===== src/rtl/sobel_scan_ctrl.sv =====
// Full-frame raster scan controller feeding a 3x3 edge core through two line buffers.
// Latency: 3 cycles per non-window pixel, 5 per window pixel on a zero-wait bus.
// Backpressure: stalls in RD_WAIT until read_valid and in WR (write_req held) until write_ready.
//
// Ports:
//   clk, rst_n                 clock, asynchronous active-low reset
//   start / busy / done        frame launch (IDLE only), activity flag, end-of-frame pulse
//   read_req, read_data,
//   read_valid                 one-cycle read request and its returned pixel word
//   write_req, write_data,
//   write_ready                held write request with zero-extended core result
//   addr                       read address in RD_REQ/RD_WAIT, write address in COMPUTE/WR
//   valid_pixels, p00..p22     3x3 window (centre omitted) presented to the core in COMPUTE
//   result                     combinational core output for the presented window
module sobel_scan_ctrl #(
  parameter int          IMG_W    = 28,
  parameter int          IMG_H    = 28,
  parameter int          PIX_W    = 8,
  parameter int          RES_W    = 16,
  parameter logic [31:0] IN_BASE  = 32'h1000_0000,
  parameter logic [31:0] OUT_BASE = 32'h1000_1000
) (
  input  logic                    clk,
  input  logic                    rst_n,
  input  logic                    start,
  output logic                    busy,
  output logic                    done,
  output logic                    read_req,
  output logic                    write_req,
  output logic [31:0]             addr,
  output logic [31:0]             write_data,
  input  logic [31:0]             read_data,
  input  logic                    read_valid,
  input  logic                    write_ready,
  output logic                    valid_pixels,
  output logic signed [PIX_W-1:0] p00,
  output logic signed [PIX_W-1:0] p01,
  output logic signed [PIX_W-1:0] p02,
  output logic signed [PIX_W-1:0] p10,
  output logic signed [PIX_W-1:0] p12,
  output logic signed [PIX_W-1:0] p20,
  output logic signed [PIX_W-1:0] p21,
  output logic signed [PIX_W-1:0] p22,
  input  logic [RES_W-1:0]        result
);

  localparam int XW = $clog2(IMG_W);
  localparam int YW = $clog2(IMG_H);

  typedef enum logic [2:0] {
    S_IDLE, S_RD_REQ, S_RD_WAIT, S_COMPUTE, S_WR, S_NEXT, S_DONE
  } state_t;

  state_t                   state_q, state_d;
  logic [XW-1:0]            x_q;
  logic [YW-1:0]            y_q;
  logic [31:0]              write_data_q;
  logic signed [PIX_W-1:0]  win_q [3][3];   // [row][col], row 0 = oldest image row
  logic signed [PIX_W-1:0]  lb0_q [IMG_W];  // previous image row
  logic signed [PIX_W-1:0]  lb1_q [IMG_W];  // row before that

  logic                     last_col, last_row, win_complete, rd_accept;
  logic signed [PIX_W-1:0]  pix;
  logic [31:0]              rd_idx, wr_idx, res_ext;

  assign last_col     = (x_q == XW'(IMG_W - 1));
  assign last_row     = (y_q == YW'(IMG_H - 1));
  // Windows straddling a row wrap (x<2) are never complete, so no masking is needed.
  assign win_complete = (x_q >= XW'(2)) && (y_q >= YW'(2));
  assign rd_accept    = (state_q == S_RD_WAIT) && read_valid;
  assign pix          = read_data[PIX_W-1:0];

  // Window centre is (x-1, y-1): linear index y*W+x minus one row and one column.
  assign rd_idx = 32'(y_q) * 32'(IMG_W) + 32'(x_q);
  assign wr_idx = rd_idx - 32'(IMG_W) - 32'd1;

  always_comb begin
    res_ext              = '0;
    res_ext[RES_W-1:0]   = result;
  end

  always_ff @(posedge clk or negedge rst_n) begin
    if (!rst_n) state_q <= S_IDLE;
    else        state_q <= state_d;
  end

  always_comb begin
    state_d      = state_q;
    busy         = 1'b1;
    done         = 1'b0;
    read_req     = 1'b0;
    write_req    = 1'b0;
    valid_pixels = 1'b0;
    addr         = 32'd0;
    case (state_q)
      S_IDLE: begin
        busy = 1'b0;
        if (start) state_d = S_RD_REQ;
      end
      S_RD_REQ: begin
        read_req = 1'b1;
        addr     = IN_BASE + (rd_idx << 2);
        state_d  = S_RD_WAIT;
      end
      S_RD_WAIT: begin
        addr = IN_BASE + (rd_idx << 2);
        if (read_valid) state_d = win_complete ? S_COMPUTE : S_NEXT;
      end
      S_COMPUTE: begin
        valid_pixels = 1'b1;
        addr         = OUT_BASE + (wr_idx << 2);
        state_d      = S_WR;
      end
      S_WR: begin
        write_req = 1'b1;
        addr      = OUT_BASE + (wr_idx << 2);
        if (write_ready) state_d = S_NEXT;
      end
      S_NEXT: state_d = (last_col && last_row) ? S_DONE : S_RD_REQ;
      S_DONE: begin
        done    = 1'b1;
        state_d = S_IDLE;
      end
      default: state_d = S_IDLE;
    endcase
  end

  always_ff @(posedge clk or negedge rst_n) begin
    if (!rst_n) begin
      x_q          <= '0;
      y_q          <= '0;
      write_data_q <= '0;
      for (int r = 0; r < 3; r++)
        for (int c = 0; c < 3; c++)
          win_q[r][c] <= '0;
    end else begin
      if (state_q == S_IDLE && start) begin
        x_q <= '0;
        y_q <= '0;
      end
      if (state_q == S_NEXT) begin
        if (last_col) begin
          x_q <= '0;
          y_q <= last_row ? '0 : y_q + YW'(1);
        end else begin
          x_q <= x_q + XW'(1);
        end
      end
      if (rd_accept) begin
        for (int r = 0; r < 3; r++) begin
          win_q[r][0] <= win_q[r][1];
          win_q[r][1] <= win_q[r][2];
        end
        win_q[0][2] <= lb1_q[x_q];
        win_q[1][2] <= lb0_q[x_q];
        win_q[2][2] <= pix;
      end
      if (state_q == S_COMPUTE) write_data_q <= res_ext;
    end
  end

  // Line buffers carry no reset: every entry is rewritten before a window uses it.
  always_ff @(posedge clk) begin
    if (rd_accept) begin
      lb1_q[x_q] <= lb0_q[x_q];
      lb0_q[x_q] <= pix;
    end
  end

  assign write_data = write_data_q;
  assign p00 = win_q[0][0];
  assign p01 = win_q[0][1];
  assign p02 = win_q[0][2];
  assign p10 = win_q[1][0];
  assign p12 = win_q[1][2];
  assign p20 = win_q[2][0];
  assign p21 = win_q[2][1];
  assign p22 = win_q[2][2];

endmodule


===== config.mk =====
export PLATFORM = sky130hd
export DESIGN_NAME = sobel_scan_ctrl
export DESIGN_NICKNAME = d
export VERILOG_FILES = /design/src/rtl/sobel_scan_ctrl.sv
export SDC_FILE = /design/constraint.sdc
export NUM_CORES = 1
export LEC_CHECK = 0
export BUFFER_PORTS_ARGS = -buffer_cell sky130_fd_sc_hd__buf_2
export CAP_MARGIN = 15
export CORE_AREA = 2 2 282 201
export CTS_BUF_LIST = sky130_fd_sc_hd__clkbuf_4
export CTS_CLUSTER_SIZE = 25
export DETAILED_ROUTE_END_ITERATION = 6
export DIE_AREA = 0 0 284 203
export GPL_TIMING_DRIVEN = 0
export PLACE_DENSITY_LB_ADDON = 0.08
export SLEW_MARGIN = 20
export SYNTH_ARGS = -nofsm -noshare
export SYNTH_HDL_FRONTEND = slang
export SYNTH_SLANG_ARGS = --single-unit
export TNS_END_PERCENT = 100

===== constraint.sdc =====
create_clock -name clk -period 8.1 [get_ports clk]
set_clock_uncertainty 0.2 [all_clocks]
set_input_delay 1.62 -clock clk [delete_from_list [all_inputs] [get_ports clk]]
set_output_delay 1.62 -clock clk [all_outputs]
set_load 0.1 [all_outputs]

# Yosys cells after proc, flatten, opt, wreduce, memory -nomap -nowiden
# Memory sizes are Yosys's and may differ from the RTL's. A register that Yosys moved wholly into a read port is not among the register bits.
# Index checks and enable logic that the tools add are counted.
[op_classes] add_sub_neg=7 multipliers=1 magnitude_cmp=2 n_eq_ne=11 mux=21 reduce_logical=10
[ops] op="$pmux W32 S2" n=1
[ops] op="$mux W5" n=7
[ops] op="$add A30 B15 Y31 const A" n=1
[ops] op="$add A29 B13 Y30 const A" n=1
[ops] op="$pmux W3 S6" n=1
[ops] op="$mux W3" n=5
[ops] op="$sub A12 B2 Y13 const B" n=1
[ops] op="$sub A11 B5 Y12 const B" n=1
[ops] op="$add A10 B5 Y11" n=1
[ops] op="$add A5 B1 Y5 const B" n=2
[ops] op="$eq A5 B5 Y1 const B" n=2
[ops] op="$ge A5 B2 Y1 const B" n=2
[ops] op="$eq A3 B3 Y1 const B" n=3
[ops] op="$mul A5 B3 Y8 const B" n=1
[ops] op="$mux W1" n=7
[ops] op="$eq A3 B2 Y1 const B" n=2
[ops] op="$ne A2 B2 Y1 const B" n=3
[ops] op="$logic_and A1 B1 Y1" n=4
[ops] op="$reduce_or A2 Y1" n=2
[ops] op="$eq A3 B1 Y1 const B" n=1
[ops] op="$logic_not A3 Y1" n=1
[ops] op="$reduce_and A3 Y1" n=1
[ops] op="$reduce_bool A2 Y1" n=1
[ops] op="$logic_not A1 Y1" n=1
[word_totals] register_bits=93 ramBits=448 output_inout_bits=133 mem_count=2
[memory_table] name="lb0_q" words=28 word_bits=8 read_ports=1 rd_clocked_by_memory_dff=0 write_ports=1 line="59" rtl="logic signed [PIX_W-1:0] lb0_q [IMG_W];"
[memory_table] name="lb1_q" words=28 word_bits=8 read_ports=1 rd_clocked_by_memory_dff=1 write_ports=1 line="60" rtl="logic signed [PIX_W-1:0] lb1_q [IMG_W];"

# Depth between registers and ports, before layout
[depth] ltp_word=6 depth_mapped=18 depth_no_buf=16

# Worst setup path after synthesis
# OpenSTA, ideal clock, no wires.
[synth_path] path_kind="reg-to-output" start="register y_q[2]" end="output addr[28]" t_arrival_ps=5915 t_required_ps=6280 slack_ps=365 stages_incl_launch_ff=18 path_buffers=1 cell_sequence="dfrtp_1 -> fa_1 -> ha_1 -> inv_1 -> fa_1 -> clkbuf_1 -> inv_1 -> a2111o_1 -> a211oi_2 -> o21ai_1 -> xnor2_1 -> nor3_1 -> nand2_1 -> xnor2_1 -> ha_1 -> inv_1 -> ha_1 -> o21ai_0"
[synth_between] elab_chain_len=6
[synth_rtl] element="from (decl)" line="56" rtl="logic [YW-1:0] y_q;"
[synth_rtl] element="from (signal assigned)" line="144" rtl="y_q <= last_row ? '0 : y_q + YW'(1);"
[synth_rtl] element="$mul A5 B3 Y8 *" line="74" rtl="assign rd_idx = 32'(y_q) * 32'(IMG_W) + 32'(x_q);"
[synth_rtl] element="$add A10 B5 Y11 *" line="74"
[synth_rtl] element="$sub A11 B5 Y12" line="75" rtl="assign wr_idx = rd_idx - 32'(IMG_W) - 32'd1;"
[synth_rtl] element="$sub A12 B2 Y13" line="75"
[synth_rtl] element="$add A30 B15 Y31" line="111, 116"
[synth_rtl] element="$pmux W32 S2 *" line="95" rtl="case (state_q)"
[synth_rtl] element="to (decl)" line="30" rtl="output logic [31:0] addr,"
# Every way passes the cells marked *; elsewhere a longest branch is shown, timed or not.

# Worst setup path after layout
[layout_path] start="register y_q[1]" end="output addr[15]"
# Same word-level chain as after synthesis.

==> results_dict.tcl <==
set metrics [dict create \
    drc_errors 0 \
    ys.flop_type "edfxtp_1" \
    hold_path_end "write_data[4]" \
    drt_iter0_drc 1303 \
    timing.rr.start "state_q[0]" \
    slew_viol_final 0 \
    worst_pin_slew_ps 1180 \
    worst_setup_path_end_kind "output port" \
    final_common_cell "edfxtp_1" \
    power.internal_w 0.005660 \
    synthTopCellsByArea "edfxtp_1, mux4_2, dfrtp_1" \
    nFillCells 4776 \
    worstSkewPairLatency_ps 870 \
    cts.sinks 549 \
    grt_pass1_wl_um 91960 \
    cts_tree "built" \
    start_util_pct 42.66 \
    cp.required_ps 6280 \
    hold_path_depth 2 \
    peakVddDrop_mv 0.3714 \
    timing.rr.end "lb0_q[19][0]" \
    status "finished clean" \
    fin_hold_ws_ps 271.2 \
    power.density_mw_per_mm2 356.3 \
    ys_warn_count 0 \
    clkPwrFrac_pct 23.5 \
    cts_hold_buf 0 \
    worstPathArrival_ps 5940 \
    seqCellArea_mm2 0.01598 \
    ant_nets 0 \
    synth-seq-cells 549 \
    tns_ps 0 \
    setup_violations 0 \
    seq_area_frac_synth_pct 68.38 \
    p_sw_share_pct 42.09 \
    antenna_found_initial 2 \
    nets 1786 \
    power_frac_comb_pct 39.6 \
    synth-edff-count 448 \
    ys_types 66 \
    rsz0062_at_grt "no" \
    area_growth_pct 17.38 \
    hold_class "reg2reg" \
    timing.fmax_mhz 128.9 \
    die-area_mm2 0.05765 \
    power_leakage_nw 10.04 \
    synth_area_leader_cell "edfxtp_1" \
    path_class "reg2out" \
    p_seq_share_pct 36.8 \
    vias_per_cell 5.378 \
    clockBufferDepth 3 \
    dr.pass1.iters 5 \
    die_y_um 203 \
    crit_path_start_kind "flop" \
    dp_hpwl_um 42340 \
    grt_use_total_pct 22.17 \
    multiInputGateArea_mm2 0.006593 \
    rrSetupSlack_ps 3470 \
    ios 186 \
    synth_area_mm2 0.02337 \
    numCtsBuffers 137 \
    cts_max_level 4 \
    max-cap-violations 0 \
    fin_crit_ps 7757 \
    switchingPower_w 0.004114 \
    core.rowCount 72 \
    portBuffers 140 \
    coreArea_mm2 0.05477 \
    min_from "write_data[4]" \
    hold_viol 0 \
    wirelength_um 62850 \
    gp_congestion 0.8280 \
    grt_max_degree 73 \
    drive_above_1_share_pct 41.64 \
    grt_pass1_vias 13560 \
    r2r_cells 13 \
    syn_area_per_cell_um2 17.08 \
    ys_async_sr_fraction_pct 18.40 \
    overflow 0 \
    path_max_fanout 8 \
    final.period_utilization_pct 95.76 \
    die-width_um 284 \
    cp-startpoint "y_q[1]" \
    relSlewSlack_pct 21.36 \
    clk_pin_slew_ps 90 \
    via_count 13570 \
    root_buffer "clkbuf_4" \
    netlist_instances 1368 \
    final_cell_mix "edfxtp_1, clkbuf_4, buf_2" \
    synth_top_area_share_pct 57.57 \
    wl_per_cell_um 24.91 \
]
==> metal layers <==
| metal | track usage [%] | wire [um] | up-vias | part of all wire, % |
|---|---|---|---|---|
| met5 | 0 | 0 | - | 0 |
| met1 | 34.85 | 30530 | 7109 | 49 |
| li1 | - | - | 5865 | - |
| met3 | 5.472 | 4573 | 76 | 7.3 |
| met4 | 5.169 | 769 | 0 | 1.2 |
| met2 | 30.89 | 26980 | 518 | 43 |
==> kinds of logic (layout without fill, tap and decap cells) <==
logic type	after synthesis	after routing	share of synthesized area (%)
adder cells (fa/ha/maj)	34	34	2.013
multiplexers	219	219	16.19
buffers and inverters	181	575	4.615
AND/OR/NAND/NOR	249	249	4.797
XOR/XNOR	21	21	0.9744
flip-flops	549	549	68.38
other	1	22	0.01605
AO/OA/AOI/OAI	114	114	3.009
==> sequential cells by signal, summed over array words and instances, names as in the netlist <==
signal and cells:
p10 8, lb1_q 224, p02 8, p12 8, state_q 3, lb0_q 224
win_q 8, p21 8, p20 8, p00 8, p22 8, y_q 5
write_data 16, x_q 5, p01 8
==> stage by stage <==
step	util [%]	cell area, um2	power (W)	cells	worst slack, ps
5_1_grt	50.08	27430	0.01020	2523	40.65
3_5_place_dp	47.00	25740	0.007553	2300	667.3
2_1_floorplan	-	23440	0.006715	1388	364.9
3_3_place_gp	45.77	25070	0.007521	2268	757.5
4_1_cts	50.03	27410	0.009860	2522	29.94
6_report	50.08	27430	0.009774	2523	343.2
==> cells in the mapped netlist (2+ instances only) <==
master,instances
a21oi_1,29
or3_1,4
a2111o_1,2
or2_2,3
buf_4,100
nor2b_1,8
a21o_1,2
clkbuf_1,29
nand4_1,5
o31ai_1,2
o21bai_1,2
xnor2_2,2
o21ai_1,3
inv_1,24
a21oi_2,2
mux2_2,71
mux2i_1,27
a211oi_1,2
fa_1,6
nand2b_1,6
mux4_2,120
nand2_1,111
nand3_1,15
buf_1,12
dfrtp_1,101
edfxtp_1,448
o22ai_1,9
a22oi_1,3
a221oi_1,3
a31oi_1,2
nor2_1,56
o21a_1,3
xor2_1,6
a21boi_0,2
buf_2,13
o211ai_1,2
and3_1,2
a2bb2oi_1,3
ha_1,28
nor3_1,20
and2_1,9
xnor2_1,11
o21ai_0,37
==> final cells by class <==
class / count / area share [%]
Antenna cell: 1 / 0.009123
Inverter: 26 / 0.3558
Timing Repair Buffer: 172 / 4.329
Sequential cell: 549 / 58.26
Clock inverter: 17 / 0.4470
Clock buffer: 205 / 5.611
Buffer: 155 / 3.581
Multi-Input combinational cell: 658 / 24.03
Tap cell: 740 / 3.375
==> power by group through the flow <==
stage	clock network (W)	registers [W]	logic, W
final	0.00230	0.00360	0.00387
after floorplan	0	0.00389	0.00282
after global placement	0	0.00366	0.00386
after global routing	0.00251	0.00364	0.00405
after CTS	0.00236	0.00361	0.00389
after detailed placement	0	0.00366	0.00389
==> repair_timing <==
action | CTS | global route
endpoints found under the setup margin | 14 | 15
pin swaps | 0 | 0
buffers inserted | 0 | 0
gates resized for setup | 1 | 6
==> critical path, stage by stage (launching register included) <==
cell      delay, ps
dfrtp_1         520
fa_1            550
ha_1            180
inv_1            60
fa_1            520
clkbuf_1        310
inv_1           130
a2111o_1        350
a211oi_2        230
o21ai_1         160
a2111o_1        520
nand2_2         120
mux2_1          360
ha_1            280
nor2_1          250
buf_2           490
==> worst max-delay path by stage <==
stage / endpoint / cells past startpoint / slack [ps]
CTS: addr[21] / 17 / 30
floorplan: addr[28] / 17 / 360
detailed placement: addr[21] / 16 / 670
finish: addr[15] / 15 / 340
global placement: addr[21] / 16 / 760
global route: addr[15] / 15 / 40
No activity file was read; power rests on OpenSTA's default activity.
